--- src/rtl/serial_port_pkg.sv ---
// serial_port_pkg: shared modes, state type and counter sizing for serial_shift_port
package serial_port_pkg;
  localparam logic [1:0] MODE0 = 2'b00;
  localparam logic [1:0] MODE1 = 2'b01;
  localparam logic [1:0] MODE2 = 2'b10;
  localparam logic [1:0] MODE3 = 2'b11;
  typedef enum logic {IDLE = 1'b0, ACTIVE = 1'b1} state_t;
  function automatic int cnt_width(input int width);
    return $clog2(width + 2);
  endfunction
endpackage

--- src/rtl/bit_synchronizer.sv ---
// bit_synchronizer: multi-flop synchroniser with selectable reset level
module bit_synchronizer #(
  parameter int   STAGES    = 2,
  parameter logic RESET_VAL = 1'b0
) (
  input  logic clk,
  input  logic reset_n,
  input  logic d,
  output logic q
);
  logic [STAGES-1:0] sync_q;
  always_ff @(posedge clk or negedge reset_n) begin
    if (!reset_n) sync_q <= {STAGES{RESET_VAL}};
    else sync_q <= {sync_q[STAGES-2:0], d};
  end
  assign q = sync_q[STAGES-1];
endmodule

--- src/rtl/serial_shift_port.sv ---
// serial_shift_port: SPI-style shift port with parallel capture, frame-length check and strobes
module serial_shift_port
  import serial_port_pkg::*;
#(
  parameter int   WIDTH       = 7,
  parameter logic CPOL        = 1'b1,
  parameter logic CPHA        = 1'b0,
  parameter int   SYNC_STAGES = 2
) (
  input  logic             clk,
  input  logic             reset_n,
  input  logic             sclk,
  input  logic             ce,
  input  logic             sin,
  input  logic [WIDTH-1:0] par_in,
  output logic             sout,
  output logic [WIDTH-1:0] par_out,
  output logic             done,
  output logic             err
);
  localparam int CW = cnt_width(WIDTH);
  localparam logic [CW-1:0] FULL = CW'(WIDTH);
  localparam logic [CW-1:0] SAT  = CW'(WIDTH + 1);
  logic sclk_s, ce_s, sin_s, sclk_p_q, ce_p_q;
  logic lead, trail, sample, shift, ce_fall, ce_rise;
  state_t state_q, state_d;
  logic [WIDTH-1:0] shreg_q, shreg_d, par_out_q, par_out_d;
  logic [CW-1:0] cnt_q, cnt_d;
  logic sout_r_q, sout_r_d, done_q, done_d, err_q, err_d;
  bit_synchronizer #(.STAGES(SYNC_STAGES), .RESET_VAL(1'b0)) u_sclk (.clk(clk), .reset_n(reset_n), .d(sclk), .q(sclk_s));
  bit_synchronizer #(.STAGES(SYNC_STAGES), .RESET_VAL(1'b1)) u_ce   (.clk(clk), .reset_n(reset_n), .d(ce),   .q(ce_s));
  bit_synchronizer #(.STAGES(SYNC_STAGES), .RESET_VAL(1'b0)) u_sin  (.clk(clk), .reset_n(reset_n), .d(sin),  .q(sin_s));
  assign lead    = (sclk_p_q == CPOL) && (sclk_s != CPOL);
  assign trail   = (sclk_p_q != CPOL) && (sclk_s == CPOL);
  assign sample  = CPHA ? trail : lead;
  assign shift   = CPHA ? lead : trail;
  assign ce_fall = ce_p_q && !ce_s;
  assign ce_rise = !ce_p_q && ce_s;
  always_comb begin
    state_d   = state_q;
    shreg_d   = shreg_q;
    cnt_d     = cnt_q;
    sout_r_d  = sout_r_q;
    par_out_d = par_out_q;
    done_d    = 1'b0;
    err_d     = 1'b0;
    if (state_q == IDLE) begin
      if (ce_fall) begin
        state_d  = ACTIVE;
        shreg_d  = par_in;
        sout_r_d = par_in[WIDTH-1];
        cnt_d    = '0;
      end
    end else begin
      if (sample) begin
        shreg_d = {shreg_q[WIDTH-2:0], sin_s};
        cnt_d   = (cnt_q == SAT) ? cnt_q : cnt_q + CW'(1);
      end
      if (shift) sout_r_d = shreg_q[WIDTH-1];
      // a closing ce edge sees any bit sampled in the same cycle
      if (ce_rise) begin
        state_d   = IDLE;
        done_d    = (cnt_d == FULL);
        err_d     = (cnt_d != FULL);
        par_out_d = (cnt_d == FULL) ? shreg_d : par_out_q;
      end
    end
  end
  always_ff @(posedge clk or negedge reset_n) begin
    if (!reset_n) begin
      sclk_p_q  <= 1'b0;
      ce_p_q    <= 1'b1;
      state_q   <= IDLE;
      shreg_q   <= '0;
      cnt_q     <= '0;
      sout_r_q  <= 1'b0;
      par_out_q <= '0;
      done_q    <= 1'b0;
      err_q     <= 1'b0;
    end else begin
      sclk_p_q  <= sclk_s;
      ce_p_q    <= ce_s;
      state_q   <= state_d;
      shreg_q   <= shreg_d;
      cnt_q     <= cnt_d;
      sout_r_q  <= sout_r_d;
      par_out_q <= par_out_d;
      done_q    <= done_d;
      err_q     <= err_d;
    end
  end
  assign sout    = sout_r_q && (state_q == ACTIVE);
  assign par_out = par_out_q;
  assign done    = done_q;
  assign err     = err_q;
endmodule

--- config.mk ---
export PLATFORM = sky130hd
export DESIGN_NAME = serial_shift_port
export DESIGN_NICKNAME = d
export VERILOG_FILES = /design/src/rtl/serial_port_pkg.sv /design/src/rtl/bit_synchronizer.sv /design/src/rtl/serial_shift_port.sv
export SDC_FILE = /design/constraint.sdc
export NUM_CORES = 1
export LEC_CHECK = 0
export CORE_ASPECT_RATIO = 0.6
export CORE_MARGIN = 10
export CORE_UTILIZATION = 35
export CTS_BUF_LIST = sky130_fd_sc_hd__clkbuf_16
export CTS_CLUSTER_DIAMETER = 50
export DETAILED_ROUTE_END_ITERATION = 16
export DONT_BUFFER_PORTS = 1
export PLACE_DENSITY = 0.5
export SYNTH_ARGS = -nofsm -noshare
export SYNTH_HDL_FRONTEND = slang
export SYNTH_SLANG_ARGS = --single-unit
--- constraint.sdc ---
create_clock -name clk -period 4 [get_ports clk]
set_input_delay 0.2 -clock clk [delete_from_list [all_inputs] [get_ports clk]]
set_output_delay 0.2 -clock clk [all_outputs]
set_load 0.02 [all_outputs]
-- Word-level counts from Yosys, hierarchy flattened
Cells that the tools add are included.
- $add $sub $neg: 1
- equal/unequal tests: 4
- multiplexer cells: 18
- bitwise gates (word level): 2
- reduce and logical (&&, ||, !) cells: 10
- operators by type and width (operator ; count):
    two-way mux 7 bit ; 3
    two-way mux 4 bit ; 5
    two-way mux 1 bit ; 10
    logical AND 1 bit ; 5
    adder 4 x 1 -> 4 bit, second input constant ; 1
    equality test 4 x 3 -> 1 bit, second input constant ; 1
    equality test 4 bit, second input constant ; 1
    inequality test 4 x 3 -> 1 bit, second input constant ; 1
    AND reduction 3 bit ; 1
    logical NOT 1 bit ; 2
    inequality test 2 bit, second input constant ; 1
    NOT 1 bit ; 2
    AND reduction 2 bit ; 1
    nonzero test 2 bit ; 1
- flip-flop bits (word level): 30
- output and inout port bits: 10

-- Longest topological paths before layout
Gate-level depths: netlist (run 1).
- depth after elaboration: 7
- gate-level depth with buffers: 8
- mapped depth without buffers: 7

-- By module
A second synthesis (run 1) with hierarchy kept.
- cells, all modules: 115
- area total of the unflattened synthesis: 1360.1 um^2
- by module, submodules not included (module ; times used ; cells each ; area each (um^2)):
    serial_shift_port ; 1 ; 109 ; 1207.4
    bit_synchronizer (u_sclk ...) ; 2 ; 2 ; 50.0
    bit_synchronizer (u_ce) ; 1 ; 2 ; 52.6

-- Worst setup path after synthesis (run 1)
OpenSTA, ideal clock, no wires.
- path type: flip-flop to flip-flop
- from: register u_sclk.sync_q[1]
- to: register par_out_q[0], in the netlist par_out[0]
- data arrival time: 2058 ps
- path slack: 1817 ps
- stages on the path, launching flop included: 8
- path buffers: 2
- cell sequence: dfrtp_1 nand2b_1 buf_2 o21a_1 or4_4 or3_1 buf_6 mux2_4
- longest elaborated chain between the ends: 6
- elaborated cells on any way between the ends: 7
- those cells by class: eq/ne (1); mux (3); bitwise (1); reduce/logical (2)
- ends and longest elaborated chain (item ; RTL line ; RTL):
    from (decl) ; bit_synchronizer.sv:11 ; logic [STAGES-1:0] sync_q;
    from (signal assigned) ; bit_synchronizer.sv:13 ; if (!reset_n) sync_q <= {STAGES{RESET_VAL}};
    from (signal assigned) ; bit_synchronizer.sv:14 ; else sync_q <= {sync_q[STAGES-2:0], d};
    NOT 1 bit (*) ; serial_shift_port.sv:33 ; assign lead = (sclk_p_q == CPOL) && (sclk_s != CPOL);
    logical AND 1 bit (*) ; serial_shift_port.sv:33 ;
    two-way mux 4 bit ; serial_shift_port.sv:55 ; if (sample) begin
    two-way mux 4 bit ; serial_shift_port.sv:47 ; if (state_q == IDLE) begin
    equality test 4 x 3 -> 1 bit ; serial_shift_port.sv:65 ; par_out_d = (cnt_d == FULL) ? shreg_d : par_out_q;
    AND reduction 3 bit (no source line) ; n/a ;
    to (signal assigned) ; serial_shift_port.sv:87 ; par_out_q <= par_out_d;
    to (decl) ; serial_shift_port.sv:27 ; logic [WIDTH-1:0] shreg_q, shreg_d, par_out_q, par_out_d;
Mark *: on every way between the ends. The rest lies on a longest branch, timed or not. The select of a mux whose other input is x is not followed.
A chain may end at the register's enable or synchronous reset.

-- Worst setup path after layout (run 1)
- from: register state_q
- to: register par_out_q[1], in the netlist par_out[1]
- longest elaborated chain between the ends: 1
- ends and longest elaborated chain (item ; RTL line ; RTL):
    from (decl) ; serial_shift_port.sv:26 ; state_t state_q, state_d;
    from (signal assigned) ; serial_shift_port.sv:83 ; state_q <= state_d;
    AND reduction 3 bit (no source line) ; n/a ;
No other way between the ends.

==> metrics, run 1 <==
Overflow after GRT 0; Total Routing Usage GR 8.19%; Multi-input gate area 582 µm²; worst skew pair latency around 270 ps; I/O pins 22; via count 874; Mapped Nets 144; Max VDD drop between 0.0002 and 0.00025 V; CTS H-Tree Depth 2; GR peak layer met1; Core ar. 3740 µm²; cts bufs inserted 5; Port-buffer cells 0; Final period util 63.6%; Hold Crit Depth 2; switching power roughly 0.00024 W; FILL cells 349; Max clock buf depth 2; global-route wire length before repair 4.28 mm; max_cap viols 0; Fin. Hold Viols 0; CTS root buf clkbuf_16; first drt pass iteration count 4; initial antenna violation count 0; Tmin final 2540 ps; vias per inst 4.78; WL per Instance 14.1 µm; nets@finish 149; FF+latch count, synth 30; Worst Max-Slew Pin Slew 724 ps; clock power share 39.7%; R2R depth 4; Max-slew headroom 51.7%; P&R area growth vs syn 15.4%; # rows 17; Die Wd 101 µm; fmax 393 MHz; detailed placement HPWL 1.86 mm; unrepaired setup endpoints after global routing no; layout cells sized above 1 14.7%; post-route ant nets 0; combinational fraction of design power 14.8%; Die Ht 68.8 µm; startpoint type of the worst setup path flop; Synth cell types 28; Hold Path Class primary input to flop; register area 754 µm²; CP Capture Type flop; required time of the critical path just over 4000 ps; sequential share of the synthesized area a little over half; final setup fails 0; status finished clean; setup TNS 0 ps; # DRC 0; RePlAce Congestion just over 0.7; CTS clk-pin slew, worst paths 50 ps; Pint 0.000631 W; met3 usage 4.56%; CTS tree done; PostCTS Resize Cnt 0; Switching Share 27.4%; Final Max Tran Viols 0; CTS Sinks 30; largest net degree at the start of global routing 31; setup ws final 1460 ps; starting density of the core 37.1%; skew final 5.73 ps; total wire length 2.59 mm; met2 Use GR 10.3%; post-synthesis cell area 1390 µm²; vias in the first global route 821; die area 6980 µm²; PD cells around 540 nW/µm²; highest fanout seen on the critical path 23; Place WS 1470 ps; Reg2Reg Setup Slack approximately 1500 ps; syn avg cell area 10.7 µm²; drt first-iter violations 33; leakage power figure 0.770 nW; Seq pwr share 45.5%; Crit Path Category flop to flop; Synthesis Warnings 0; GRT met1 Usage 11.0%; Arr. time, crit path between 2000 and 3000 ps; # diodes 0; Mapped Cells 130
-- per-stage QoR --
stage	power, W	utilization, %	hold WS (ps)	std cells	cell area, µm²
after floorplan	0.000493	-	-95.6	130	1390
after global placement	0.000518	37.6	-94.3	170	1410
after detailed placement	0.000520	37.6	-94.3	170	1410
after CTS	0.000881	42.8	107	183	1600
after global routing	0.000929	42.8	132	183	1600
final	0.000870	42.8	111	183	1600
-- synthesized netlist by cell type --
| cell type | instances | area (µm²) |
|---|---|---|
| dfstp_2 | 3 | 78.8 |
| nand3_1 | 1 | 5.00 |
| inv_1 | 3 | 11.3 |
| buf_6 | 2 | 22.5 |
| buf_1 | 1 | 3.75 |
| or4_4 | 1 | 11.3 |
| or3_1 | 1 | 6.26 |
| and2b_2 | 1 | 8.76 |
| nor2b_1 | 2 | 12.5 |
| nor2_1 | 8 | 30.0 |
| o32ai_1 | 2 | 17.5 |
| dfrtp_1 | 27 | 676 |
| mux2_4 | 6 | 90.1 |
| ha_1 | 2 | 25.0 |
| mux2i_1 | 11 | 110 |
| o31ai_1 | 1 | 7.51 |
| nand2_1 | 31 | 116 |
| o21a_1 | 1 | 7.51 |
| a21oi_1 | 2 | 10.0 |
| nor3_1 | 1 | 5.00 |
| nand2b_1 | 3 | 18.8 |
| o21ai_0 | 12 | 60.1 |
| mux2_2 | 1 | 11.3 |
| clkbuf_1 | 3 | 11.3 |
| nor2b_4 | 1 | 13.8 |
| and2_1 | 1 | 6.26 |
| xnor2_1 | 1 | 8.76 |
| buf_2 | 1 | 5.00 |
-- critical path, stage by stage (launching register included) --
cell and delay (ps):
dfrtp_1 810, nand2_1 150, or4_4 560, or3_1 530, mux2_4 370
-- placed cells by master, fill, tap and decap left out, types with 2 or more instances in the layout --
cell | netlist | final
nor2_1 | 8 | 8
nand2b_1 | 3 | 3
clkbuf_16 | 0 | 5
mux2_4 | 6 | 6
dfstp_2 | 3 | 3
nor2b_1 | 2 | 2
dfrtp_1 | 27 | 27
mux2i_1 | 11 | 11
nand2_1 | 31 | 31
o21ai_0 | 12 | 12
ha_1 | 2 | 2
inv_1 | 3 | 4
o32ai_1 | 2 | 2
a21oi_1 | 2 | 2
dlygate4sd3_1 | 0 | 4
-- layout make-up --
cell class / count / share of cell area (%)
Sequential cell: 30 / 47.0
Clock buffer: 5 / 7.80
Timing Repair Buffer: 5 / 3.74
Tap cell: 47 / 3.67
Inverter: 3 / 0.702
Multi-Input combinational cell: 90 / 36.3
Clock inverter: 3 / 0.780
-- power by group through the flow --
stage / Combinational (W) / Sequential, W / Clock (W)
2_1_floorplan: 0.000111 / 0.000382 / 0
3_3_place_gp: 0.000119 / 0.000399 / 0
3_5_place_dp: 0.000121 / 0.000400 / 0
4_1_cts: 0.000132 / 0.000396 / 0.000353
5_1_grt: 0.000153 / 0.000406 / 0.000370
6_report: 0.000129 / 0.000395 / 0.000345
-- registers in the layout, indices dropped and copies added, names as in the netlist --
name           flops
err                1
u_sin.sync_q       2
cnt_q              4
sout_r_q           1
ce_p_q             1
u_sclk.sync_q      2
state_q            1
done               1
shreg_q            7
sclk_p_q           1
par_out            7
u_ce.sync_q        2
-- path summary, 6_finish.rpt --
check / startpoint / end
worst max-delay path: state_q / par_out[1]
worst min-delay path: par_in[0] / shreg_q[0]
worst max register to register: state_q / par_out[1]
worst min register to register: u_sclk.sync_q[0] / u_sclk.sync_q[1]
max in group asynchronous: reset_n / u_ce.sync_q[0]
min in group asynchronous: reset_n / par_out[2]
-- cells by family (layout without fill, tap and decap cells) --
group	after synthesis	count (layout)	synth area share [%]
fa+ha+maj	2	2	1.80
mux	18	18	15.2
xor+xnor	1	1	0.630
compound gates	18	18	7.38
buf+inv	10	16	3.87
flops	30	30	54.3
simple gates	51	51	16.8
-- repair_timing --
item                       in CTS  in global routing
hold buffers                    5                  0
setup buffers                   0                  0
setup endpoints to repair       0                  0
hold endpoints to repair       33                  0
-- layer usage --
metal  part of all wire [%]  wire [µm]
met1                     53       1370
met2                     40       1040
met3                    6.1        158
met4                    1.0         27
met5                      0          0
No activity file was read; power rests on OpenSTA's default activity.
==> run 2: changes to the inputs <==
Clock period 4 ns to 2.5 ns, I/O delays scaled along.
==> metrics, run 2 (same netlist as run 1, synthesis figures left out) <==
Final period util 94.0% (+30 points); Die Wd 101 µm (unchanged); Max-slew headroom 65.0% (+13 points); global-route wire length before repair 4.70 mm (+9.7%); CTS H-Tree Depth 2 (unchanged); PostCTS Resize Cnt 0 (unchanged); largest net degree at the start of global routing 31 (unchanged); # DRC 0 (unchanged); register area 754 µm² (unchanged); first drt pass iteration count 4 (unchanged); RePlAce Congestion 0.677 (-4.0%); most common cell after layout, fill and taps aside nand2_1; max_cap viols 0 (unchanged); Placed Cells 173 (+1.8%); CP Capture Type flop; reg2reg end par_out[0]; critical hold path startpoint par_in[0]; Hold Path Class primary input to flop; highest fanout seen on the critical path 8 (-65%); Multi-input gate area 582 µm² (unchanged); setup TNS 0 ps (unchanged); Arr. time, crit path 2510 ps (-190 ps); post-route ant nets 0 (unchanged); # diodes 0 (unchanged); Max clock buf depth 2 (unchanged); worst skew pair latency 270 ps (about the same); CTS clk-pin slew, worst paths 50 ps (about the same); Crit Path Category flop to flop; R2R depth 6 (+2); Worst Max-Slew Pin Slew 524 ps (-200 ps); Total Routing Usage GR 8.75% (+0.56 points); vias per inst 4.82 (+0.98%); CTS Sinks 30 (unchanged); Final Max Tran Viols 0 (unchanged); CTS root buf clkbuf_16; Port-buffer cells 0 (unchanged); cts bufs inserted 5 (unchanged); startpoint type of the worst setup path flop; most frequent cells in the layout nand2_1 (31), dfrtp_1 (27), o21ai_0 (12), mux2i_1 (11), nor2_1 (8); layout cells sized above 1 16.5% (+1.8 points); drt first-iter violations 32 (-3.0%); unrepaired setup endpoints after global routing no; required time of the critical path 2660 ps (-1490 ps); fmax 425 MHz (+8.2%); Cell Count, Final, Fillers Out 186 (+1.6%); vias in the first global route 917 (+12%); total wire length 2.62 mm (+1.1%); Core ar. 3740 µm² (unchanged); detailed placement HPWL 1.91 mm (+3.2%); nets@finish 152 (+2.0%); leakage power figure 0.785 nW (+1.9%); starting density of the core 37.1% (unchanged); Overflow after GRT 0 (unchanged); final setup fails 0 (unchanged); via count 897 (+2.6%); status finished clean; skew final 5.97 ps (+0.237 ps); Hold Crit Depth 2 (unchanged); initial antenna violation count 0 (unchanged); setup ws final 150 ps (-1310 ps); Reg2Reg Setup Slack 150 ps (-1310 ps); die area 6980 µm² (unchanged); Die Ht 68.8 µm (unchanged); P&R area growth vs syn 17.0%; I/O pins 22 (unchanged); Reg2Reg Launch Point cnt_q[0]; Fin. Hold Viols 0 (unchanged); WL per Instance 14.1 µm (-0.51%); PD cells 860 nW/µm² (+59%); FILL cells 358 (+2.6%); # rows 17 (unchanged); Place WS 126 ps (-1350 ps); Tmin final 2350 ps (-192 ps); Max VDD drop 0.000359 V (+49%); Worst Hold Path EP shreg_q[0]; CTS tree done
## run 2: changes by cell type in the layout (fill, tap and decap cells not counted), sizes merged
cell	before	now
buf	1	4
## run 2: where the power goes
group | switching [W] | internal (W) | leakage (nW) | total [W]
Clock | 0.000194 | 0.000358 | 0.0724 | 0.000552
Combinational | 0.000126 | 0.000101 | 0.336 | 0.000227
Sequential | 0.0000638 | 0.000556 | 0.377 | 0.000620
Total | 0.000385 | 0.00101 | 0.785 | 0.00140
## run 2: how the worst max path moves through the flow
stage                           startpoint         end  slack [ps]  cells past startpoint
after CTS                         cnt_q[0]  par_out[0]         130                      6
after global routing              cnt_q[0]  par_out[0]           3                      6
after global placement            cnt_q[0]  par_out[4]         140                      6
after floorplan           u_sclk.sync_q[1]  par_out[0]         320                      7
final                             cnt_q[0]  par_out[0]         150                      6
after detailed placement          cnt_q[0]  par_out[0]         130                      6
## run 2: final cells by class
cell class	count	area share, %
flip-flops and latches	30	46.4
multi-input cells	90	35.8
clock buffers	5	7.69
repair buffers	8	5.08
well taps	47	3.62
clock inverters	3	0.769
inverters	3	0.692
## run 2: timing repair
action	in CTS	in global routing
hold buffers	5	0
endpoints found under the hold margin	33	0
setup buffers	0	0
## run 2: worst max-delay path: stages (launching register included)
cell	delay (ps)
dfrtp_1	380
inv_1	90
ha_1	280
mux2i_1	100
or4_4	520
or3_1	510
mux2_4	360
## run 2: per-layer routing
layer	vias up	share of wire [%]	GRT usage, %
met3	5	7.6	4.46
met4	0	1.0	3.63
li1	450	-	-
met1	422	50	11.1
met2	20	41	12.3
met5	-	0	0
## run 2: stage by stage
stage	instance area, µm²	power, W	hold WS (ps)	utilization, %
floorplan	1390	0.000789	-171	-
global placement	1430	0.000833	-169	38.2
detailed placement	1430	0.000839	-169	38.2
CTS	1630	0.00142	27.2	43.4
global route	1630	0.00150	59.5	43.4
finish	1630	0.00140	32.1	43.4
==> run 3: changes to the inputs <==
Settings changed: RECOVER_POWER from default to 100.
==> metrics, run 3 (same netlist as run 1, synthesis figures left out) <==
CP Capture Type flop; max_cap viols 1 (+1); GRT met1 Usage 11.1% (unchanged); Worst setup endpoint par_out[0]; skew final 5.97 ps (+0.0000600 ps); # diodes 0 (unchanged); Fin. Hold Viols 0 (unchanged); combinational fraction of design power 16.0% (-0.2 points); die area 6980 µm² (unchanged); PostCTS Resize Cnt 0 (unchanged); switching power 0.000384 W (-0.16%); Worst Max-Slew Pin Slew 1570 ps (+1050 ps); global-route wire length before repair 4.70 mm (unchanged); P&R area growth vs syn 15.8%; drt first-iter violations 32 (unchanged); slowest cell delay on critical path 520 ps (about the same); final core utilization 43.0% (-0.43 points); status finished, violations left; clock power share 39.6% (about the same); vias per inst 4.82 (-0.11%); most frequent cells in the layout nand2_1 (31), dfrtp_1 (27), o21ai_0 (12), mux2i_1 (11), nor2_1 (8); Power Total 0.00139 W (-0.32%); # DRC 0 (unchanged); Switching Share 27.5% (+0.045 points); Tmin final 2350 ps (unchanged); worst skew pair latency 270 ps (about the same); Reg2Reg Setup Slack 150 ps (about the same); unrepaired setup endpoints after global routing no; WL per Instance 14.0 µm (-0.19%); cts bufs inserted 5 (unchanged); leakage power figure 0.775 nW (-1.3%); most common cell after layout, fill and taps aside nand2_1; highest fanout seen on the critical path 8 (unchanged); nets@finish 152 (unchanged); fmax 425 MHz (unchanged); Hold-fix buffers, CTS 5 (unchanged); Arr. time, crit path 2510 ps (about the same); Max-slew headroom -4.87% (-70 points); met2 Use GR 12.3% (unchanged); total wire length 2.61 mm (-0.19%); # rows 17 (unchanged); required time of the critical path 2660 ps (about the same); CTS H-Tree Depth 2 (unchanged); Setup Fix Bufs, Post-CTS 0 (unchanged); detailed placement HPWL 1.91 mm (unchanged); failing checks capacitance limit, slew limit; layout cells sized above 1 14.4% (-2.2 points); CTS clk-pin slew, worst paths 50 ps (about the same); startpoint type of the worst setup path flop; largest net degree at the start of global routing 31 (unchanged); Hold Path Class primary input to flop; CTS tree done; Max VDD drop 0.000359 V (about the same); Seq pwr share 44.4% (about the same); GR peak layer met2; Core ar. 3740 µm² (unchanged); Max clock buf depth 2 (unchanged); met3 usage 4.46% (unchanged); I/O pins 22 (unchanged); Overflow after GRT 0 (unchanged); Port-buffer cells 0 (unchanged); PD cells 866 nW/µm² (+0.68%); final setup fails 0 (unchanged); Crit Path Category flop to flop; Total Routing Usage GR 8.75% (unchanged); Die Wd 101 µm (unchanged); Worst Setup SP cnt_q[0]; Die Ht 68.8 µm (unchanged); first drt pass iteration count 4 (unchanged); CTS Sinks 30 (unchanged); setup TNS 0 ps (unchanged); R2R depth 6 (unchanged); via count 896 (-0.11%); starting density of the core 37.1% (unchanged); Hold Crit Depth 2 (unchanged); RePlAce Congestion 0.677 (unchanged); vias in the first global route 917 (unchanged); CP Cell Sequence inv_1 -> ha_1 -> mux2i_1 -> or4_4 -> or3_1 -> mux2_4; Final period util 94.0% (unchanged); initial antenna violation count 0 (unchanged); reg2reg end par_out[0]; Reg2Reg Launch Point cnt_q[0]; Slowest cell on crit path or4_4; Pint 0.00101 W (-0.39%); CTS root buf clkbuf_16; Final Max Tran Viols 31 (+31); post-route ant nets 0 (unchanged)
run 3: worst min path at each step:
stage,startpoint,endpoint,slack [ps]
global route,par_in[0],shreg_q[0],60
CTS,par_in[0],shreg_q[0],30
finish,par_in[0],shreg_q[0],30
global placement,reset_n,shreg_q[1],-170
floorplan,reset_n,cnt_q[0],-170
detailed placement,reset_n,shreg_q[1],-170
run 3: worst max-delay path, delay by kind of cell (launching register included):
family	cells	cell delay, ps
adders and majority gates	1	280
buffers and inverters	1	90
DFF	1	380
muxes	2	460
and+or+nand+nor	2	1030
run 3: power by group through the flow:
stage               Combinational [W]  Sequential [W]  Clock [W]
finish                       0.000223        0.000619   0.000552
global route                 0.000268        0.000635   0.000594
CTS                          0.000231        0.000620   0.000570
detailed placement           0.000212        0.000628          0
global placement             0.000208        0.000625          0
floorplan                    0.000177        0.000612          0
run 3: area by class of cell:
class / instances / area (µm²)
Clock buffer: 5 / 125
Clock inverter: 3 / 12.5
Fill cell: 361 / 2130
Inverter: 3 / 11.3
Multi-Input combinational cell: 90 / 582
Sequential cell: 30 / 754
Tap cell: 47 / 58.8
Timing Repair Buffer: 8 / 66.3
run 3: per-layer routing:
| metal | wire [µm] | part of all wire, % | vias to the layer above |
|---|---|---|---|
| li1 | - | - | 450 |
| met1 | 1310 | 50 | 421 |
| met2 | 1070 | 41 | 20 |
| met3 | 200 | 7.7 | 5 |
| met4 | 27 | 1.0 | 0 |
| met5 | 0 | 0 | - |
run 3: through the flow:
stage	std cells	hold WS (ps)	setup WS, ps	instance area [µm²]
global placement	173	-169	144	1430
detailed placement	173	-169	126	1430
floorplan	130	-171	317	1390
global route	186	59.5	2.60	1610
finish	186	32.1	150	1610
CTS	186	27.2	127	1630
